==> src/rtl/wrapper_packet_arbiter.sv <==
// Round-robin arbiter sharing one registered packet output between NUM_REQ
// packet sources; a grant is held from the first beat through the last beat.
module wrapper_packet_arbiter #(
  parameter int NUM_REQ     = 2,
  parameter int PACKETWIDTH = 512,
  parameter int IDW         = (NUM_REQ > 1) ? $clog2(NUM_REQ) : 1
) (
  input  logic                           hclk,
  input  logic                           hreset,
  input  logic [NUM_REQ*PACKETWIDTH-1:0] req_packet_data,
  input  logic [NUM_REQ-1:0]             req_packet_data_last,
  input  logic [NUM_REQ-1:0]             req_packet_data_valid,
  output logic [NUM_REQ-1:0]             req_packet_data_ready,
  output logic [PACKETWIDTH-1:0]         packet_data,
  output logic                           packet_data_last,
  output logic                           packet_data_valid,
  input  logic                           packet_data_ready,
  output logic [IDW-1:0]                 grant_id,
  output logic                           grant_active
);

  typedef enum logic {
    IDLE,
    LOCKED
  } state_t;

  state_t state, state_nxt;

  logic [IDW-1:0]         rr_ptr, rr_ptr_nxt;
  logic [IDW-1:0]         grant_nxt;
  logic [IDW-1:0]         pick;
  logic [IDW-1:0]         cand;
  logic                   pick_found;
  logic                   slot_free;
  logic                   accept;
  logic [PACKETWIDTH-1:0] sel_data;
  logic                   sel_last;
  logic                   sel_valid;

  // First valid requester after rr_ptr, wrapping; the last winner is searched last.
  always_comb begin
    pick       = '0;
    pick_found = 1'b0;
    cand       = '0;
    for (int unsigned k = 1; k <= NUM_REQ; k++) begin
      cand = IDW'((32'(rr_ptr) + k) % NUM_REQ);
      if (!pick_found && req_packet_data_valid[cand]) begin
        pick       = cand;
        pick_found = 1'b1;
      end
    end
  end

  always_comb begin
    sel_data  = '0;
    sel_last  = 1'b0;
    sel_valid = 1'b0;
    for (int unsigned i = 0; i < NUM_REQ; i++) begin
      if (grant_id == IDW'(i)) begin
        sel_data  = req_packet_data[i*PACKETWIDTH +: PACKETWIDTH];
        sel_last  = req_packet_data_last[i];
        sel_valid = req_packet_data_valid[i];
      end
    end
  end

  assign slot_free = !packet_data_valid || packet_data_ready;
  assign accept    = (state == LOCKED) && sel_valid && slot_free;

  always_comb begin
    req_packet_data_ready = '0;
    if (state == LOCKED) begin
      for (int unsigned i = 0; i < NUM_REQ; i++) begin
        if (grant_id == IDW'(i)) req_packet_data_ready[i] = slot_free;
      end
    end
  end

  always_comb begin
    state_nxt  = state;
    grant_nxt  = grant_id;
    rr_ptr_nxt = rr_ptr;
    case (state)
      IDLE: begin
        if (pick_found) begin
          grant_nxt = pick;
          state_nxt = LOCKED;
        end
      end
      LOCKED: begin
        if (accept && sel_last) begin
          rr_ptr_nxt = grant_id;
          state_nxt  = IDLE;
        end
      end
      default: state_nxt = IDLE;
    endcase
  end

  always_ff @(posedge hclk or posedge hreset) begin
    if (hreset) begin
      state    <= IDLE;
      rr_ptr   <= IDW'(NUM_REQ - 1);
      grant_id <= '0;
    end else begin
      state    <= state_nxt;
      rr_ptr   <= rr_ptr_nxt;
      grant_id <= grant_nxt;
    end
  end

  // Output slice reloads on the same cycle it drains, giving one beat per cycle.
  always_ff @(posedge hclk or posedge hreset) begin
    if (hreset) begin
      packet_data       <= '0;
      packet_data_last  <= 1'b0;
      packet_data_valid <= 1'b0;
    end else if (accept) begin
      packet_data       <= sel_data;
      packet_data_last  <= sel_last;
      packet_data_valid <= 1'b1;
    end else if (packet_data_ready) begin
      packet_data_valid <= 1'b0;
    end
  end

  assign grant_active = (state == LOCKED);

endmodule

==> config.mk <==
export PLATFORM = sky130hd
export DESIGN_NAME = wrapper_packet_arbiter
export DESIGN_NICKNAME = d
export VERILOG_FILES = /design/src/rtl/wrapper_packet_arbiter.sv
export SDC_FILE = /design/constraint.sdc
export NUM_CORES = 1
export LEC_CHECK = 0
export BUFFER_PORTS_ARGS = -buffer_cell sky130_fd_sc_hd__buf_4
export CORE_AREA = 2 2 600 602
export CTS_BUF_LIST = sky130_fd_sc_hd__clkbuf_16
export DETAILED_ROUTE_END_ITERATION = 12
export DIE_AREA = 0 0 602 604
export PLACE_DENSITY = 0.34
export SLEW_MARGIN = 20
export SYNTH_ARGS = -nofsm -noshare
export SYNTH_HDL_FRONTEND = slang
export SYNTH_SLANG_ARGS = --single-unit
==> constraint.sdc <==
create_clock -name hclk -period 21.1 [get_ports hclk]
set_clock_uncertainty 0.05 [all_clocks]
set_input_delay 2.11 -clock hclk [delete_from_list [all_inputs] [get_ports hclk]]
set_output_delay 2.11 -clock hclk [all_outputs]
set_load 0.01 [all_outputs]
=== Word level (Yosys, flattened, before mapping) ===
Index checks and enable logic that the tools add are counted.

* Input bits: 1031
* Register bits after elaboration: 517

* Add/subtract/negate cells: 2
* Mux-type cells: 19
* Reductions and logical operators: 10
* Magnitude comparators: 2
* Bitwise gates (word level): 1

{| class="wikitable"
|+ Operator list
! kind !! count
|-
| $mux W512 || 1
|-
| $mux W1 || 16
|-
| $logic_and A1 B1 Y1 || 4
|-
| $lt A1 B2 Y1 const B || 2
|-
| $reduce_and A2 Y1 || 2
|-
| $add A1 B1 Y1 const B || 2
|-
| $logic_not A1 Y1 || 2
|-
| $mux W2 || 1
|-
| $pmux W1 S2 || 1
|-
| $reduce_bool A2 Y1 || 1
|-
| $logic_or A1 B1 Y1 || 1
|-
| $not A1 Y1 || 1
|}

=== Longest topological paths before layout ===
Gate-level depths: netlist of the first run.

* Word-level depth: 9
* Depth in mapped cells: 7
* Mapped depth without buffers: 3

=== Worst setup path before layout of the first run ===
Ideal clock, no wire load.

* Path type: input-to-output
* Start: in packet_data_ready
* End: out req_packet_data_ready[0]
* Arrival: 3030 ps
* Path slack: 15910 ps
* Data required time: 18940 ps
* Stages: 5
* Path through: nand2b_1 -> clkbuf_1 -> clkbuf_1 -> nand2_1 -> nor2_1

* Longest elaborated chain between the ends: 3

{| class="wikitable"
|+ Ends and longest elaborated chain
! item !! line !! text
|-
| from (decl) || 17 || <nowiki>input logic packet_data_ready,</nowiki>
|-
| $logic_or A1 B1 Y1 || 67 || <nowiki>assign slot_free = !packet_data_valid || packet_data_ready;</nowiki>
|-
| $mux W1 || 74 || <nowiki>if (grant_id == IDW'(i)) req_packet_data_ready[i] = slot_free;</nowiki>
|-
| $mux W2 || 72 || <nowiki>if (state == LOCKED) begin</nowiki>
|-
| to (decl) || 13 || <nowiki>output logic [NUM_REQ-1:0] req_packet_data_ready,</nowiki>
|}

No other way between the ends.

=== Final worst setup path of the first run ===
* Start: in req_packet_data_valid[0]
* End: reg packet_data[316]

* Longest elaborated chain between the ends: 3

{| class="wikitable"
|+ Ends and longest elaborated chain
! item !! line !! text
|-
| from (decl) || 12 || <nowiki>input logic [NUM_REQ-1:0] req_packet_data_valid,</nowiki>
|-
| $mux W1 || 59 || <nowiki>if (grant_id == IDW'(i)) begin</nowiki>
|-
| $logic_and A1 B1 Y1 (2 in series) || 68 || <nowiki>assign accept = (state == LOCKED) && sel_valid && slot_free;</nowiki>
|-
| to (signal assigned) || 119 || <nowiki>packet_data <= sel_data;</nowiki>
|-
| to (decl) || 14 || <nowiki>output logic [PACKETWIDTH-1:0] packet_data,</nowiki>
|}

No other way between the ends.
A chain may end at the register's enable or synchronous reset.

==> results of run 1 <==
## path summary, 6_finish.rpt
kind                                                     end  slack [ps]  depth (start not counted)
worst max-delay path            packet_data[316]$_DFFE_PP0P_       14860                          8
worst min-delay path            packet_data[131]$_DFFE_PP0P_         470                          2
worst max register to register  packet_data[316]$_DFFE_PP0P_       15240                          7
worst min register to register  packet_data[131]$_DFFE_PP0P_         470                          2
max in group asynchronous       packet_data[298]$_DFFE_PP0P_       17330                          4
min in group asynchronous       packet_data[488]$_DFFE_PP0P_        1400                          2
## kinds of logic after synthesis
kind of cell           share of synthesized area
DFF                                       0.5029
buffers and inverters                    0.06225
AOI/OAI and AO/OA                         0.2327
and+or+nand+nor                         0.001848
muxes                                     0.2002
## per-stage QoR
step	total power (W)	hold WS, ps	util
final	0.006710	468.3	0.1255
after global routing	0.007074	487.0	0.1254
after CTS	0.006827	469.8	0.1252
after detailed placement	0.005369	457.5	0.1180
after global placement	0.005355	453.6	0.1180
after floorplan	0.003531	503.7	-
## area by class of cell
| class | count | area share |
|---|---|---|
| diodes | 33 | 0.001841 |
| clock buffers | 80 | 0.04462 |
| clock inverters | 59 | 0.01305 |
| inverters | 3 | 0.0004183 |
| multi-input cells | 1552 | 0.2502 |
| flip-flops and latches | 517 | 0.2886 |
| well taps | 4773 | 0.1331 |
| repair buffers | 1599 | 0.2682 |
## layer usage
layer	track usage	wire [um]	vias to the layer above
li1	-	-	11883
met1	0.1664	107400	14453
met2	0.2449	132300	1642
met3	0.05965	26350	588
met4	0.03877	8894	118
met5	0	787	-
## registers in the layout (all words and copies together) (netlist names)
signal             cells
packet_data          512
rr_ptr                 1
grant_active           1
packet_data_last       1
grant_id               1
packet_data_valid      1
## Yosys cell counts, drive strengths merged
library cell / count
a21oi: 512
nand2: 5
a31oi: 512
nand4: 1
dfrtp: 516
clkbuf: 141
nor2: 1
inv: 3
mux2: 2
o31a: 1
nand2b: 1
o21ai: 1
mux2i: 512
a32o: 2
dfstp: 1
and3: 2
buf: 146
## power groups by stage
stage	combinational (W)	clock [W]	sequential (W)
after detailed placement	0.00353	0	0.00184
after floorplan	0.00156	0	0.00197
after global placement	0.00351	0	0.00185
after CTS	0.00353	0.00146	0.00184
after global routing	0.00369	0.00149	0.00190
final	0.00347	0.00139	0.00184
## critical path: cells and delay by family
family,cells,cell delay [ps]
buf+inv,5,3010
compound gates,1,160
mux,1,550
simple gates,1,630
## cells in the final DEF (no fill, tap or decap), types with 4 or more instances in the layout
cell type                   Yosys  final
sky130_fd_sc_hd__buf_4          5   1596
sky130_fd_sc_hd__clkbuf_16      0     80
sky130_fd_sc_hd__clkinv_2       0      5
sky130_fd_sc_hd__mux2i_1      512    508
sky130_fd_sc_hd__a21oi_2       50     50
sky130_fd_sc_hd__nand2_1        5      5
sky130_fd_sc_hd__bufinv_16      0     11
sky130_fd_sc_hd__a31oi_1      512    512
sky130_fd_sc_hd__clkinv_1       0     17
sky130_fd_sc_hd__dfrtp_1      516    514
sky130_fd_sc_hd__a21oi_1      462    462
sky130_fd_sc_hd__diode_2        0     33
sky130_fd_sc_hd__inv_1          3     18
sky130_fd_sc_hd__mux2i_2        0      4
==> results.md, run 1 <==
Logic synthesis:
- Summing every instance area after synthesis gives 25730 um^2.
- Synthesis handed over a netlist of 2359 instances.
- During synthesis, Yosys emitted a total of 0 warnings.
- The cell type contributing the most total cell area after synthesis is sky130_fd_sc_hd__dfrtp_1.
- The average instance area after synthesis is roughly 11 um^2.
- The synthesized flop and latch total is ~520.
- The post-synth net total is 3390.
- The share of synthesized area in the top cell type comes to 0.5019.
- Sorting the synthesized cells by area gives the leading types as sky130_fd_sc_hd__dfrtp_1 (50%), sky130_fd_sc_hd__mux2i_1 (20%), sky130_fd_sc_hd__a31oi_1 (12%).
- The number of distinct library cells after synthesis is 22.
- The portion of the post-synthesis area used by sequential elements is 0.5029.

Power:
- Of the total power, the share spent switching nets is 0.4476.
- The analysis attributes to net switching a power of between 0.003 and 0.004 W.
- The share of total power dissipated in sequential elements is 0.275.
- Internal power comes to 0.003706 W.
- Of the total power, the clock network draws 0.208.
- The total power per unit cell area is 149.6 nW/um^2.
- The share of total power dissipated in combinational logic is 0.517.
- For this design the static power due to leakage is 19.01 nW.
- The worst supply voltage drop on vdd is 0.07492 mV.

Final layout:
- In the final layout, the share of cells above drive strength 1 is 0.4638.
- The area growth from synthesis to layout is 74.39%.
- The area of the multi-input gates is 11220 um^2.
- The finished layout cell area is 44860 um^2.
- The fill cell total of the finished layout is 40819.
- The final layout contains 4784 nets.
- The register area is 12950 um^2.
- After the flow finishes, the layout carries non-filler instances totaling 8616.

Route:
- The detail route stage leaves a number of antenna-violating nets equal to 0.
- The number of detailed-route iterations in the first pass is 7.
- The routed layout has 28684 vias.
- The wire length per cell is roughly 32 um.
- Summed over all layers, the routed wires come to 275700 um.
- In the routed layout, each cell is associated on average with a via count of 3.329.
- The first-iteration detailed-routing DRC count is 2348.
- In the routed design, unresolved DRC markers number 0.

Place:
- The post-placement cell area is 42190 um^2.
- The weighted congestion at the end of routability-driven global placement is 0.9917.
- The detailed-placement wirelength estimate is 233100 um.
- The number of placed instances with taps included is 8444.
- The number of buffers inserted by port buffering is 1548.
- At the placement stage, the worst setup path has a slack of 14080 ps.

Run status:
- The run finished with clean final reports.

Timing:
- The share of the clock period used by the worst path after layout is 0.2959.
- The worst slew margin relative to its limit is 0.1105.
- The number of endpoints failing setup at the final stage is 0.
- At the pin with the least slew margin, the transition time is about 1300 ps.
- The maximum clock frequency is ~160 MHz.
- After layout, the minimum clock period comes to 6243 ps.
- Setup repair after global routing left no endpoint under its margin.
- Once routing completed, OpenROAD measured the worst setup slack at around 15000 ps.
- The final total negative setup slack is 0 ps.
- The hold violation total from the final report is 0.
- The number of max-slew violations in the final report was 0.

Floorplan:
- The area of the die is ~360000 um^2.
- The effective utilization at floorplan is 0.07195.
- The core area is 357600 um^2.
- Row generation in the floorplan step produced 220 rows.
- From left edge to right edge, the die measures 602 um.
- The die is roughly 600 um tall.
- The I/O pin count is 1549.

Worst setup path:
- In this run the worst path has a maximum fanout of 80.
- In this run the worst setup path begins at req_packet_data_valid[0].
- STA classifies the critical path startpoint as an input pin.
- The critical path capture point type is a flop.
- Counting stages on the worst path, the most repeated cell is sky130_fd_sc_hd__buf_4.
- The critical path goes through buf_4 > mux2_8 > and3_4 > buf_4 > buf_4 > buf_4 > buf_4 > a21oi_1.
- The slowest stage cell on the critical path is sky130_fd_sc_hd__buf_4.
- The required time of the worst setup path is ~22000 ps.
- STA puts the critical path data arrival time at roughly 6800 ps.
- The setup path with the least slack is of type input pin to flop.
- The largest single stage delay on the critical path is 810 ps.
- In this run the critical register-to-register path is launched from grant_id$_DFFE_PP0P_.

Clock network:
- The maximum clock path buffer count is 4.
- TritonCTS built the clock tree.
- The clock tree root buffer cell is sky130_fd_sc_hd__clkbuf_16.
- The number of gates resized after cts is 0.
- At the later pin of the worst-skew pair, clock insertion delay measures 780 ps.
- Once the clock tree was built, the setup fixing pass inserted 0 buffers.
- The number of CTS-inserted buffers is 80.
- For this design, the CTS-stage hold fixing added 0 buffers.
- Clock tree synthesis found a total of 517 sinks.
- The H-tree depth is 3.
- After clock tree synthesis, the clock-pin slew on the worst setup and hold paths is 50 ps.

Flow run:
- The count of maximum capacitance violations is 0.

Global route:
- Entering global routing, the biggest net connects 169 pins.
- The global-route wire length before repair is 339500 um.
- The via count of the first global-routing pass is 28500.
- The total routing usage reported by global routing is 0.1445.
- The total overflow left after global routing is 0.
- The number of antenna violations at the first check in global routing came to roughly 270.

Hold path:
- The worst hold path belongs to the class flop to flop.
- In this run the most critical hold path is launched from packet_data[131]$_DFFE_PP0P_.
No activity file was read; power rests on OpenSTA's default activity.
==> run 2: changes to the inputs <==
Clock period 21.1 ns to 5.91 ns, I/O delays scaled along.
==> results.md, run 2 (synthesized netlist as in run 1, its figures left out) <==
Worst setup path:
- Of all nets on the critical path, the largest fanout is 61.
- At the worst endpoint, the required time is 6440 ps.
- The critical setup path kind is flop to flop.
- The buffers plus inverters on the worst setup path is 1.
- For this run, the slowest stage of the critical path takes 710 ps.
- The kind of start point of the critical path is a flop.
- Walking the worst path, the cells encountered are mux2_8 > and3_4 > buf_4 > a21oi_1.
- On the critical path, the stage with the largest delay is an instance of sky130_fd_sc_hd__and3_4.
- STA puts the critical path data arrival time at roughly 3800 ps.
- The critical path capture point type is a flop.
- The gate family responsible for the most delay along the worst path is simple AND/OR/NAND/NOR gates.

Timing:
- Setup violations remaining at the end of the flow were counted as 0.
- Derived from the worst setup path, the maximum achievable clock frequency is around 300 MHz.
- The hold violation total from the final report is 0.
- Setup repair after global routing left no endpoint under its margin.
- The share of the clock period used by the worst path after layout is 0.5576.
- Measured against its own limit, the worst slew margin works out to 0.05396.
- At the pin with the least slew margin, the transition time is 1419 ps.
- The smallest clock period supported by the final layout is computed as 3295 ps.
- The number of max-slew violations in the final report is 0.
- The final total negative setup slack is 0 ps.
- The worst path meets setup with 2615 ps of slack.

Route:
- For this run, the detailed router's first-pass iteration total came to 5.
- The wire length per cell is between 30 and 40 um.
- The remaining antenna violation count is 0.
- The met3 routed wirelength is about 28000 um.
- The highest metal layer carrying signal wires in the routed design is met5.
- For this run, design rule violations remaining after detail routing come to 0.
- The number of vias in the routed layout is 29077.
- For this block, the routed nets add up to ~280000 um of wire.
- After the first detailed-routing iteration, the DRC count stood at 2176.
- The total met2 wirelength after detailed routing is 132000 um.
- The detailed-routing wirelength on met1 is 109400 um.
- After detailed routing, the number of vias per cell comes to 3.330.

Final layout:
- The layout cell share with drive strength beyond 1 is 0.4478.
- Counting flops per register, the top entry is packet_data.
- The finished layout cell area is 46000 um^2.
- The most frequent standard cell in the layout excluding fill and tap cells is sky130_fd_sc_hd__buf_4.
- After the flow finishes, the layout carries non-filler instances totaling 8733.
- The top cell types in the final layout, fill and taps aside, are sky130_fd_sc_hd__buf_4 (1571), sky130_fd_sc_hd__dfrtp_1 (514), sky130_fd_sc_hd__a31oi_1 (512), sky130_fd_sc_hd__mux2i_1 (511), sky130_fd_sc_hd__a21oi_1 (462).
- Compared with the post-synthesis result, the final layout area differs by 78.82%.
- The number of nets in the final layout is 4892.
- The register with the most flip-flops in the layout has between 500 and 600 of them.

Place:
- The detailed-placement wirelength estimate is 233200 um.
- The count of buffers added on input and output ports is 1548.
- The post-placement cell area is 42380 um^2.
- Once placement completed, the tool counted placed cells totaling 8438.
- The worst slack after detailed placement is 2618 ps.
- At the end of routability-driven placement, the weighted congestion stood at 0.9539.

Clock network:
- Buffers inserted during clock tree synthesis total 79.
- The number of gates resized after cts is 0.
- After clock tree synthesis, the clock-pin slew on the worst setup and hold paths is approximately 60 ps.
- The H-tree depth is 3.
- The post-CTS setup buffer count is 0.
- The clock passes through at most 4 buffers.
- In this run the clock root is driven by a sky130_fd_sc_hd__clkbuf_16.
- Clock latency on the worst-skew pair, taken at its later pin, is 770 ps.
- TritonCTS built the clock tree.
- The clock net sink count is 517.

Power:
- The net load switching power is 0.01071 W.
- The share of total power in the clock network is 0.188.
- The sequential group share of total power is 0.275.
- Of the total power, the share spent switching nets is 0.4497.
- The relative contribution of combinational cells to total power is 0.537.
- The worst-case IR drop observed on VDD is 0.3721 mV.
- The reported leakage power is 19.46 nW.
- The internal power component is roughly 0.013 W.
- Dividing total power by cell area gives a power density of 517.6 nW/um^2.

Hold path:
- The path class of the tightest hold or removal check is input pin to flop.

Global route:
- The final global-route overflow total is 0.
- The pin count of the biggest net entering global routing is 169.
- The global-route wire length before repair is 342100 um.
- The total routing usage reported by global routing is 0.1457.
- The via count of the first global-routing pass is 28780.
- The number of antenna violations at the first check in global routing is 261.

Floorplan:
- The horizontal die dimension is 602 um.
- The effective utilization at floorplan is 0.07195.
- The I/O pin count is 1549.
- The die is 604 um tall.
- The floorplan step defined a core boundary enclosing 357600 um^2.
- The floorplan step defined a die boundary enclosing 363600 um^2.
- In this run the core area contains 220 standard-cell rows.

Flow run:
- The tool flagged a number of max-cap violations equal to 0.

Run status:
- The run finished with clean final reports.
-- run 2: cell types whose count changed in the layout (fill, tap and decap cells not counted), sizes merged --
cell | before | now
buf | 1599 | 1595
bufinv | 11 | 3
clkinv | 27 | 25
clkinvlp | 3 | 2
diode | 33 | 50
dlygate4sd3 | 0 | 113
inv | 21 | 23
-- run 2: layer usage --
layer,track usage,vias to the layer above
li1,-,12091
met1,0.1714,14653
met2,0.2451,1669
met3,0.06144,550
met4,0.03037,114
met5,0,-
-- run 2: path summary, 6_finish.rpt --
kind                                               from                      endpoint  slack (ps)  depth (start not counted)
min reg2reg                packet_data[123]$_DFFE_PP0P_  packet_data[123]$_DFFE_PP0P_         460                          2
min in group asynchronous                        hreset  packet_data[256]$_DFFE_PP0P_         420                          3
max                                grant_id$_DFFE_PP0P_   packet_data[43]$_DFFE_PP0P_        2610                          4
min                                req_packet_data[223]  packet_data[223]$_DFFE_PP0P_          90                          3
max reg2reg                        grant_id$_DFFE_PP0P_   packet_data[43]$_DFFE_PP0P_        2610                          4
max in group asynchronous                        hreset  packet_data[462]$_DFFE_PP0P_        3800                          5
-- run 2: repair_timing --
action / CTS / global route
hold buffers: 113 / 0
hold endpoints to repair: 94 / 0
endpoints found under the setup margin: 0 / 0
-- run 2: worst register-to-register path, delay by kind of cell, from the launching register on --
kind | cells | cell delay, ps
muxes | 1 | 640
AOI/OAI and AO/OA | 1 | 190
DFF | 1 | 670
and+or+nand+nor | 1 | 810
buffers and inverters | 1 | 750
-- run 2: cell type report --
| class | count | area (um^2) |
|---|---|---|
| fillers | 40860 | 311600 |
| repair buffers | 1708 | 13420 |
| flip-flops and latches | 517 | 12950 |
| multi-input cells | 1552 | 11210 |
| well taps | 4773 | 5972 |
| clock buffers | 80 | 2002 |
| clock inverters | 50 | 309.0 |
| diodes | 50 | 125.1 |
| inverters | 3 | 15.01 |
-- run 2: power by group through the flow --
stage	logic [W]	clock network (W)	registers [W]
global route	0.0136	0.00479	0.00675
finish	0.0128	0.00449	0.00655
global placement	0.0127	0	0.00654
CTS	0.0130	0.00467	0.00655
floorplan	0.00558	0	0.00703
detailed placement	0.0128	0	0.00655
-- run 2: per-stage QoR --
step | power (W) | utilization | hold WS, ps
after floorplan | 0.01261 | - | 503.7
after global placement | 0.01924 | 0.1185 | 453.7
after detailed placement | 0.01935 | 0.1185 | 454.7
after CTS | 0.02417 | 0.1282 | 0.1127
after global routing | 0.02510 | 0.1284 | 35.38
final | 0.02381 | 0.1287 | 90.21
